**src/rtl/pipe_pkg.sv**
```systemverilog
// Shared pipeline definitions: control width, register zero and the
// operand forward-select encoding used by the ID/EX operand stage.
package pipe_pkg;

    localparam int CTRL_W = 16;

    localparam logic [4:0] REG_ZERO = 5'd0;

    typedef enum logic [1:0] {
        FWD_RF   = 2'd0,
        FWD_MEM  = 2'd1,
        FWD_EX   = 2'd2,
        FWD_ZERO = 2'd3
    } fwd_sel_e;

    // Picks the operand source in priority order: $0, EX writer, MEM writer, register file.
    function automatic fwd_sel_e fwd_select(
        input logic [4:0] idx,
        input logic       ex_fwd_en,
        input logic [4:0] ex_rd,
        input logic       mem_w_en,
        input logic [4:0] mem_rd
    );
        fwd_sel_e sel;
        sel = FWD_RF;
        if (idx == REG_ZERO) begin
            sel = FWD_ZERO;
        end else if (ex_fwd_en && (ex_rd == idx)) begin
            sel = FWD_EX;
        end else if (mem_w_en && (mem_rd == idx) && (mem_rd != REG_ZERO)) begin
            sel = FWD_MEM;
        end
        return sel;
    endfunction

endpackage

```
**src/rtl/operand_fwd_mux.sv**
```systemverilog
// One operand's forwarding mux: chooses between zero, the EX result,
// the MEM result and the register file read data.
module operand_fwd_mux
    import pipe_pkg::*;
(
    input  logic [4:0]  idx_i,
    input  logic        ex_fwd_en_i,
    input  logic [4:0]  ex_rd_i,
    input  logic        mem_w_en_i,
    input  logic [4:0]  mem_rd_i,
    input  logic [31:0] rf_data_i,
    input  logic [31:0] ex_data_i,
    input  logic [31:0] mem_data_i,
    output logic [31:0] operand_o
);

    fwd_sel_e sel;

    // Resolve the source for this operand and steer the matching data through.
    always_comb begin
        sel = fwd_select(idx_i, ex_fwd_en_i, ex_rd_i, mem_w_en_i, mem_rd_i);
        operand_o = rf_data_i;
        case (sel)
            FWD_ZERO: operand_o = 32'd0;
            FWD_EX:   operand_o = ex_data_i;
            FWD_MEM:  operand_o = mem_data_i;
            default:  operand_o = rf_data_i;
        endcase
    end

endmodule

```
**src/rtl/id_ex_operand_stage.sv**
```systemverilog
// ID->EX pipeline register with operand forwarding, load-use stall and
// bubble insertion, global enable, flush, and a saturating bubble counter.
module id_ex_operand_stage #(
    parameter int CTRL_W = pipe_pkg::CTRL_W,
    parameter int CNT_W  = 16
) (
    input  logic              clk,
    input  logic              rst_n,
    input  logic              en,
    input  logic              flush,
    input  logic              id_valid,
    input  logic [4:0]        id_rs,
    input  logic [4:0]        id_rt,
    input  logic [4:0]        id_rd,
    input  logic              id_w_en,
    input  logic              id_mem_read,
    input  logic [CTRL_W-1:0] id_ctrl,
    input  logic [31:0]       rf_data_a,
    input  logic [31:0]       rf_data_b,
    input  logic [31:0]       ex_alu_result,
    input  logic              mem_w_en,
    input  logic [4:0]        mem_rd,
    input  logic [31:0]       mem_data,
    output logic              stall_id,
    output logic              ex_valid,
    output logic              ex_w_en,
    output logic              ex_mem_read,
    output logic [4:0]        ex_rd,
    output logic [CTRL_W-1:0] ex_ctrl,
    output logic [31:0]       ex_op_a,
    output logic [31:0]       ex_op_b,
    output logic [CNT_W-1:0]  bubble_cnt
);

    import pipe_pkg::*;

    logic              valid_q, valid_d;
    logic              w_en_q, w_en_d;
    logic              mem_read_q, mem_read_d;
    logic [4:0]        rd_q, rd_d;
    logic [CTRL_W-1:0] ctrl_q, ctrl_d;
    logic [31:0]       op_a_q, op_a_d;
    logic [31:0]       op_b_q, op_b_d;
    logic [CNT_W-1:0]  cnt_q, cnt_d;

    logic        held_writer;
    logic        ex_fwd_en;
    logic        hazard;
    logic [31:0] fwd_a;
    logic [31:0] fwd_b;

    // A held load cannot forward yet; a held ALU writer can.
    assign held_writer = valid_q & w_en_q & (rd_q != REG_ZERO);
    assign ex_fwd_en   = held_writer & ~mem_read_q;
    assign hazard      = id_valid & held_writer & mem_read_q &
                         ((id_rs == rd_q) | (id_rt == rd_q));
    assign stall_id    = hazard & ~flush & en;

    operand_fwd_mux u_fwd_rs (
        .idx_i       (id_rs),
        .ex_fwd_en_i (ex_fwd_en),
        .ex_rd_i     (rd_q),
        .mem_w_en_i  (mem_w_en),
        .mem_rd_i    (mem_rd),
        .rf_data_i   (rf_data_a),
        .ex_data_i   (ex_alu_result),
        .mem_data_i  (mem_data),
        .operand_o   (fwd_a)
    );

    operand_fwd_mux u_fwd_rt (
        .idx_i       (id_rt),
        .ex_fwd_en_i (ex_fwd_en),
        .ex_rd_i     (rd_q),
        .mem_w_en_i  (mem_w_en),
        .mem_rd_i    (mem_rd),
        .rf_data_i   (rf_data_b),
        .ex_data_i   (ex_alu_result),
        .mem_data_i  (mem_data),
        .operand_o   (fwd_b)
    );

    // Next state: hold when disabled, else flush bubble, hazard bubble (counted), or load ID.
    always_comb begin
        valid_d    = valid_q;
        w_en_d     = w_en_q;
        mem_read_d = mem_read_q;
        rd_d       = rd_q;
        ctrl_d     = ctrl_q;
        op_a_d     = op_a_q;
        op_b_d     = op_b_q;
        cnt_d      = cnt_q;
        if (en) begin
            if (flush || hazard) begin
                valid_d    = 1'b0;
                w_en_d     = 1'b0;
                mem_read_d = 1'b0;
                rd_d       = REG_ZERO;
                ctrl_d     = '0;
                op_a_d     = 32'd0;
                op_b_d     = 32'd0;
                if (!flush && (cnt_q != {CNT_W{1'b1}})) begin
                    cnt_d = cnt_q + 1'b1;
                end
            end else begin
                valid_d    = id_valid;
                w_en_d     = id_w_en;
                mem_read_d = id_mem_read;
                rd_d       = id_rd;
                ctrl_d     = id_ctrl;
                op_a_d     = fwd_a;
                op_b_d     = fwd_b;
            end
        end
    end

    // Stage registers with asynchronous active-low clear.
    always_ff @(posedge clk or negedge rst_n) begin
        if (!rst_n) begin
            valid_q    <= 1'b0;
            w_en_q     <= 1'b0;
            mem_read_q <= 1'b0;
            rd_q       <= REG_ZERO;
            ctrl_q     <= '0;
            op_a_q     <= 32'd0;
            op_b_q     <= 32'd0;
            cnt_q      <= '0;
        end else begin
            valid_q    <= valid_d;
            w_en_q     <= w_en_d;
            mem_read_q <= mem_read_d;
            rd_q       <= rd_d;
            ctrl_q     <= ctrl_d;
            op_a_q     <= op_a_d;
            op_b_q     <= op_b_d;
            cnt_q      <= cnt_d;
        end
    end

    assign ex_valid    = valid_q;
    assign ex_w_en     = w_en_q;
    assign ex_mem_read = mem_read_q;
    assign ex_rd       = rd_q;
    assign ex_ctrl     = ctrl_q;
    assign ex_op_a     = op_a_q;
    assign ex_op_b     = op_b_q;
    assign bubble_cnt  = cnt_q;

endmodule

```
**config.mk**
```make
export PLATFORM = sky130hd
export DESIGN_NAME = id_ex_operand_stage
export DESIGN_NICKNAME = d
export VERILOG_FILES = /design/src/rtl/pipe_pkg.sv /design/src/rtl/operand_fwd_mux.sv /design/src/rtl/id_ex_operand_stage.sv
export SDC_FILE = /design/constraint.sdc
export NUM_CORES = 1
export LEC_CHECK = 0
export CORE_MARGIN = 2
export CORE_UTILIZATION = 35
export CTS_BUF_LIST = sky130_fd_sc_hd__clkbuf_8
export CTS_CLUSTER_SIZE = 8
export DETAILED_ROUTE_END_ITERATION = 8
export HOLD_SLACK_MARGIN = 0.06
export PLACE_DENSITY = 0.77
export RECOVER_POWER = 50
export SLEW_MARGIN = 5
export SYNTH_ARGS = -nofsm -noshare
export SYNTH_HDL_FRONTEND = slang
export SYNTH_HIERARCHICAL = 1
export SYNTH_SLANG_ARGS = --single-unit
```
**constraint.sdc**
```tcl
create_clock -name clk -period 2.9 [get_ports clk]
set_clock_uncertainty 0.2 [all_clocks]
set_input_delay 0.87 -clock clk [delete_from_list [all_inputs] [get_ports clk]]
set_output_delay 0.87 -clock clk [all_outputs]
set_load 0.05 [all_outputs]
```
Word-level counts from Yosys, hierarchy flattened
Index checks and enable logic that the tools add are counted.

Bits of input ports: 172. Logic and storage cells: 62. Output and inout bits: 105. Bits in registers: 104.

Add/subtract/negate cells: 1. Reduce and logical (&&, ||, !) cells: 14. Eq/ne operators: 13. Bitwise logic cells: 11. Multiplexer cells: 15.

Operators with widths (count): one-hot mux 32 bit (3 select lines) (2); two-way mux 32 bit (2); == test 5 bit (6); adder 16 x 1 -> 16 bit (second input constant) (1); two-way mux 16 bit (1); inequality test 16 bit (second input constant) (1); logical NOT 5 bit (2); nonzero test 5 bit (2); AND 1 bit (8); == test 2 bit (second input constant) (4); two-way mux 2 bit (4); logical AND 1 bit (7); two-way mux 1 bit (5); two-way mux 5 bit (1); == test 2 x 1 -> 1 bit (second input constant) (2); AND reduction 3 bit (1); NOT 1 bit (2); logical NOT 1 bit (1); logical OR 1 bit (1); OR 1 bit (1).

Longest topological paths before layout
Gate-level depths: netlist (run 1).

Depth in word-level cells: 9. Depth in mapped cells: 9. Depth with buffers taken out: 8.

Modules after synthesis
Netlist (run 1), hierarchy kept.

By module, submodules not included: id_ex_operand_stage (cells each 292, area each 4045.1 um^2, times used 1, seq. area each 2602.5 um^2); operand_fwd_mux (cells each 126, area each 989.7 um^2, times used 2, seq. area each 0.0 um^2).

Least setup slack after synthesis (run 1)
Ideal clock, no wire load.

Path kind: input to output. Start: input port id_rs[0]. End: output port stall_id. Required time: 1.830 ns. Path buffers: 1. Setup slack: -0.589 ns. Stages on the path: 5. Data arrival time: 2.419 ns. Path through: xnor2_1 > nand3_1 > o22ai_2 > clkbuf_1 > nor2b_1.

Longest elaborated chain between the ends: 5.

RTL lines: from (decl) (line id_ex_operand_stage.sv:12) `input logic [4:0] id_rs,`; == test 5 bit (line id_ex_operand_stage.sv:56) `((id_rs == rd_q) | (id_rt == rd_q));`; OR 1 bit (line id_ex_operand_stage.sv:56); AND 1 bit (line id_ex_operand_stage.sv:55) `assign hazard = id_valid & held_writer & mem_read_q &`; AND 1 bit (2 in series) (line id_ex_operand_stage.sv:57) `assign stall_id = hazard & ~flush & en;`; to (decl) (line id_ex_operand_stage.sv:24) `output logic stall_id,`.

No other way between the ends.

Worst setup path in the final report (run 1)
Ends and elaborated chain as after synthesis.

==> flow_metrics.py, run 1 <==
metrics = {
    "run_status": {
        "status": "completed",
    },
    "drt": {
        "remaining_drc_errors": 0,
        "drt-vias-per-instance": 5.40,
        "via_count": 5793,
        "drt_wl_total_um": 21300,
        "first_pass_iters": 4,
        "drt-initial-drc-count": 283,
        "routedWlPerCell_um": 19.9,
        "drtAntennaViolNets": 0,
    },
    "worst_setup_path": {
        "crit_type": "primary input to output pin",
        "path_buf_inv": 2,
        "startpoint_type": "primary input",
        "crit_slowest_cell": "nor2b_4",
        "end_kind": "output pin",
        "crit_family": "simple AND/OR/NAND/NOR gates",
        "cp_slowest_stage_delay_ns": 0.19,
        "worstPathArrival_ns": 1.78,
        "cp_cell_sequence": "buf_4, xnor2_4, nand3_2, o22ai_4, nor2b_4, buf_12",
        "critPathRequiredTime_ns": 1.83,
        "crit_fanout": 3,
        "ff2ff_setup_slack_ns": 0.24,
    },
    "global_routing": {
        "grt_pass1_wl_um": 32500,
        "antenna_found_initial": 1,
        "grt_start_max_net_pins": 65,
        "grt_pass1_vias": 5912,
        "grt_usage": 0.230,
        "grt-ovfl-total": 0,
    },
    "synth": {
        "synth-edff-count": 0,
        "syn_nets": 717,
        "synth_warnings": 6,
        "synth-simple-area-share": 0.104,
        "synth_top_family_by_area": "compound AO/OA/AOI/OAI gates",
        "postSynth.asyncResetShare": 1.00,
        "synth_area_um2": 6020,
        "ys_seq_elements": 104,
        "ys_seq_area_frac": 0.432,
        "synth_xor_area_frac": 0.0654,
        "synth_ff_type": "dfrtp_1",
        "synth-compound-area-share": 0.346,
        "syn_avg_cell_area_um2": 11.1,
        "synth.area.mux_share": 0.00561,
        "synth_cell_types": 41,
        "synth_cells": 544,
        "synth_fa_ha_area_frac": 0.00208,
    },
    "floorplanning": {
        "die_area_um2": 18300,
        "die_x_um": 135,
        "die_h_um": 135,
        "placeableCoreArea_um2": 16700,
        "ioPinCount": 277,
        "initial_utilization": 0.361,
        "rows": 47,
    },
    "sta": {
        "finalCriticalPeriod_ns": 2.85,
        "tightest_slew_ns": 1.12,
        "maxSlewViolCount": 0,
        "hold_violations": 0,
        "finalCritPeriodShare": 0.984,
        "slew_headroom": 0.256,
        "setup_slack_ns": 0.0478,
        "whs_ns": 0.309,
        "rsz0062_at_grt": "true",
        "max_freq_mhz": 351,
        "setup_violations": 0,
    },
    "final_layout": {
        "instances_no_fill": 1072,
        "drive_gt1_frac": 0.208,
        "diodes": 0,
        "nets": 1020,
        "syn_to_final_growth_pct": 61.1,
    },
    "power_and_ir_drop": {
        "p_leak_nw": 3.99,
        "p_per_area_nw_per_um2": 397,
        "ir_drop_mv": 0.218,
    },
    "clock_network": {
        "cts_buffers": 9,
        "htreeDepth": 3,
        "cts_tree": "built",
        "path_clk_slew_ns": 0.10,
        "clk_latency_ns": 0.37,
        "cts-root-buf": "clkbuf_8",
        "cts_hold_buf": 0,
        "numClockSinks": 104,
        "cts_max_path_buffers": 2,
    },
    "job": {
        "maxCapViolCount": 0,
    },
    "placement": {
        "dp_slack_ns": -0.534,
        "gp_congestion": 0.854,
        "place_hpwl_um": 16300,
        "dp.cells": 1051,
        "io_buffers": 276,
    },
    "min_path": {
        "min_path_type": "flop to flop",
    },
}
-- metrics by stage --
step	total power, mW	TNS [ns]	instance area [µm²]	utilization
after global routing	4.01	-0.0243	9710	0.581
final	3.85	0	9710	0.581
after detailed placement	3.01	-30.83	9530	0.571
after global placement	3.00	-27.90	9530	0.571
after floorplan	2.37	-0.0130	6100	-
after CTS	3.89	0	9700	0.581
-- state kept, by name (all words and copies together) (netlist names) --
name / cells
ex_rd: 5
ex_op_b: 32
ex_mem_read: 1
ex_ctrl: 16
bubble_cnt: 16
ex_op_a: 32
ex_valid: 1
ex_w_en: 1
-- path summary, 6_finish.rpt --
kind,start,endpoint,cells after the start
min in group asynchronous,rst_n,ex_op_a[21],1
setup / recovery,id_rs[0],stall_id,6
setup reg to reg,ex_rd[0],ex_op_b[20],9
hold reg to reg,bubble_cnt[14],bubble_cnt[14],1
max in group asynchronous,rst_n,ex_op_a[30],2
hold / removal,bubble_cnt[14],bubble_cnt[14],1
-- cell usage in the layout, fill, tap and decap left out, types with 18 or more instances in the layout --
| cell type | n |
|---|---|
| buf_4 | 41 |
| dfrtp_1 | 104 |
| o21ai_0 | 30 |
| o21ai_1 | 33 |
| buf_12 | 18 |
| a22o_1 | 90 |
| nand2_1 | 72 |
| clkdlybuf4s50_1 | 257 |
| a2bb2oi_2 | 60 |
| xnor2_1 | 26 |
-- kinds of logic (layout without fill, tap and decap cells) --
logic type | count (synthesis) | count (layout)
compound gates | 221 | 221
simple gates | 125 | 125
flops | 104 | 104
xor+xnor | 45 | 45
buf+inv | 45 | 353
mux | 3 | 3
fa+ha+maj | 1 | 1
-- synth_stat cells, types with 2 or more instances --
library cell | count | area, µm²
a22o_1 | 90 | 788
a2bb2oi_1 | 2 | 17.5
a2bb2oi_2 | 60 | 901
and3_1 | 7 | 43.8
and4_1 | 2 | 17.5
buf_2 | 10 | 50.1
buf_6 | 2 | 22.5
buf_8 | 6 | 90.1
clkbuf_1 | 24 | 90.1
dfrtp_1 | 104 | 2600
mux2_2 | 2 | 22.5
nand2_1 | 72 | 270
nand2_4 | 2 | 22.5
nand3_1 | 9 | 45.0
nand3_2 | 2 | 20.0
nand4_1 | 8 | 50.1
nor2_1 | 4 | 15.0
nor2b_1 | 3 | 18.8
nor3_1 | 4 | 20.0
nor3b_1 | 2 | 15.0
nor4_2 | 2 | 25.0
nor4b_1 | 2 | 17.5
o21ai_0 | 31 | 155
o21ai_1 | 32 | 160
o21ba_2 | 2 | 20.0
or4_1 | 2 | 15.0
xnor2_1 | 34 | 298
xor2_1 | 11 | 96.3
-- where the power goes --
part	switching (mW)	total, mW	internal (mW)
registers	0.0684	1.62	1.55
clock network	0.526	0.866	0.340
logic	0.731	1.36	0.633
total	1.33	3.85	2.52
-- layer usage --
metal	GRT usage	up-vias	part of all wire	routed length, µm
met5	0	-	0.00080	17
met4	0.0885	2	0.028	599
met3	0.0584	41	0.082	1750
met2	0.387	282	0.48	10300
met1	0.285	2811	0.41	8660
li1	-	2657	-	-
-- repair_timing --
item                       in CTS  in global routing
setup buffers                   1                  4
pin swaps                      12                  7
resized for setup              48                  6
setup endpoints to repair      33                  3
-- layout make-up --
class / count / area [µm²]
inverters: 2 / 7.51
multi-input cells: 395 / 3280
repair buffers: 335 / 3360
clock buffers: 10 / 138
flip-flops and latches: 104 / 2600
clock inverters: 6 / 42.5
fillers: 1426 / 6990
well taps: 220 / 275
(Power assumes the default switching activity.)
==> run 2: changes to the inputs <==
--- a/config.mk
+++ b/config.mk
@@ -11,7 +11,7 @@
 export CTS_CLUSTER_SIZE = 8
 export DETAILED_ROUTE_END_ITERATION = 8
 export HOLD_SLACK_MARGIN = 0.06
-export PLACE_DENSITY = 0.77
+export PLACE_DENSITY = 0.79
 export RECOVER_POWER = 50
 export SLEW_MARGIN = 5
 export SYNTH_ARGS = -nofsm -noshare
==> run 2 against run 1 <==
Final cell count down 0.37%. Clock power is 14% higher. Die area unchanged. Largest power group unchanged. Setup slack better by 0.0087 ns.
==> flow_metrics.py, run 2 (synthesized netlist as in run 1, its figures left out) <==
metrics = {
    "placement": {
        "io_buffers": 276,
        "place_area_um2": 9460,
        "gp_congestion": 0.903,
        "place_hpwl_um": 16200,
        "dp_slack_ns": -0.514,
    },
    "clock_network": {
        "cts_max_path_buffers": 2,
        "clk_latency_ns": 0.37,
        "cts_buffers": 9,
        "cts-root-buf": "clkbuf_8",
        "cts_tree": "built",
        "numClockSinks": 104,
        "path_clk_slew_ns": 0.09,
        "cts_hold_buf": 0,
        "htreeDepth": 3,
    },
    "global_routing": {
        "grt_pass1_vias": 6046,
        "grt_pass1_wl_um": 32600,
        "grt-ovfl-total": 0,
        "grt_start_max_net_pins": 62,
        "grt_usage": 0.231,
        "antenna_found_initial": 2,
    },
    "drt": {
        "routedWlPerCell_um": 20.1,
        "remaining_drc_errors": 0,
        "drt-initial-drc-count": 327,
        "drtAntennaViolNets": 0,
        "drt_wl_total_um": 21500,
        "drt-vias-per-instance": 5.44,
        "via_count": 5806,
        "first_pass_iters": 6,
    },
    "sta": {
        "hold_violations": 0,
        "slew_headroom": 0.284,
        "finalCriticalPeriod_ns": 2.84,
        "max_freq_mhz": 352,
        "finalCritPeriodShare": 0.981,
        "rsz0062_at_grt": "true",
        "whs_ns": 0.297,
        "setup_violations": 0,
        "maxSlewViolCount": 0,
        "setup_slack_ns": 0.0565,
        "tightest_slew_ns": 1.07,
    },
    "worst_setup_path": {
        "crit_type": "flop to output pin",
        "startpoint_type": "flop",
        "crit_fanout": 2,
        "regToRegEndpoint": "ex_op_b[9]",
        "worstPathArrival_ns": 1.77,
        "ff2ff_setup_slack_ns": 0.26,
        "reg2reg_depth": 9,
        "critPathRequiredTime_ns": 1.83,
        "worstReg2RegStart": "ex_rd[4]",
        "end_kind": "output pin",
    },
    "power_and_ir_drop": {
        "ir_drop_mv": 0.270,
        "p_per_area_nw_per_um2": 409,
        "p_leak_nw": 3.97,
    },
    "job": {
        "maxCapViolCount": 0,
    },
    "floorplanning": {
        "placeableCoreArea_um2": 16700,
        "die_area_um2": 18300,
        "initial_utilization": 0.361,
        "die_x_um": 135,
        "die_h_um": 135,
        "ioPinCount": 277,
        "rows": 47,
    },
    "final_layout": {
        "nets": 1015,
        "final_common_cell": "clkdlybuf4s50_1",
        "syn_to_final_growth_pct": 61.2,
        "fin_area_um2": 9710,
        "fill_cells": 1415,
        "drive_gt1_frac": 0.207,
        "layout_common_cells": "259 x clkdlybuf4s50_1, 102 x dfrtp_1, 90 x a22o_1",
    },
    "min_path": {
        "hold_path_end": "bubble_cnt[9]",
        "min_path_type": "flop to flop",
        "hold_depth": 1,
        "min-delay-start": "bubble_cnt[9]",
    },
    "run_status": {
        "status": "completed",
    },
}
==> run 2: through the flow <==
step	cells	utilization	setup TNS [ns]	power (mW)
after floorplan	544	-	-0.0130	2.37
final	1068	0.581	0	3.97
after global routing	1066	0.581	-0.120	4.14
after global placement	1047	0.566	-28.31	2.99
after detailed placement	1047	0.566	-29.61	3.00
after CTS	1063	0.581	-0.0517	4.01
==> run 2: worst max-delay path, cell delays in order (launching register included) <==
cell and delay (ns):
dfrtp_1 0.39, or4_4 0.58, o211ai_4 0.22, nor2b_4 0.07, buf_12 0.15
==> run 2: worst max path at each step <==
stage             start          end  slack [ns]  cells past startpoint
2_1_floorplan  id_rs[4]     stall_id       -0.01                      5
3_3_place_gp   id_rt[4]   ex_op_b[9]       -0.51                      8
3_5_place_dp   id_rt[4]  ex_op_b[15]       -0.51                      8
4_1_cts        id_rs[1]     stall_id       -0.05                      6
5_1_grt           rst_n   ex_op_a[4]      -0.009                      2
6_report       ex_rd[1]     stall_id        0.06                      4
==> run 2: final cells by class <==
class	instances	area (µm²)	share of cell area
multi-input cells	395	3290	0.339
repair buffers	330	3310	0.341
flip-flops and latches	104	2610	0.268
diodes	2	5.00	0.000515
inverters	2	7.51	0.000773
clock buffers	9	124	0.0128
clock inverters	6	85.1	0.00876
well taps	220	275	0.0284
==> run 2: timing repair <==
item                                   CTS  global route
resized for setup                       38            33
endpoints found under the hold margin    0             0
buffers inserted                         1             3
setup endpoints to repair               34             5
pin swaps                                5            12
==> run 2: power by group <==
group          total [mW]  switching, mW  internal, mW
Sequential           1.63         0.0728          1.55
Clock               0.990          0.511         0.479
Combinational        1.36          0.724         0.633
==> run 2: routing by layer <==
layer  global-route usage  part of all wire
met1                0.278              0.40
met2                0.397              0.49
met3               0.0550             0.073
met4               0.0990             0.034
met5                    0                 0
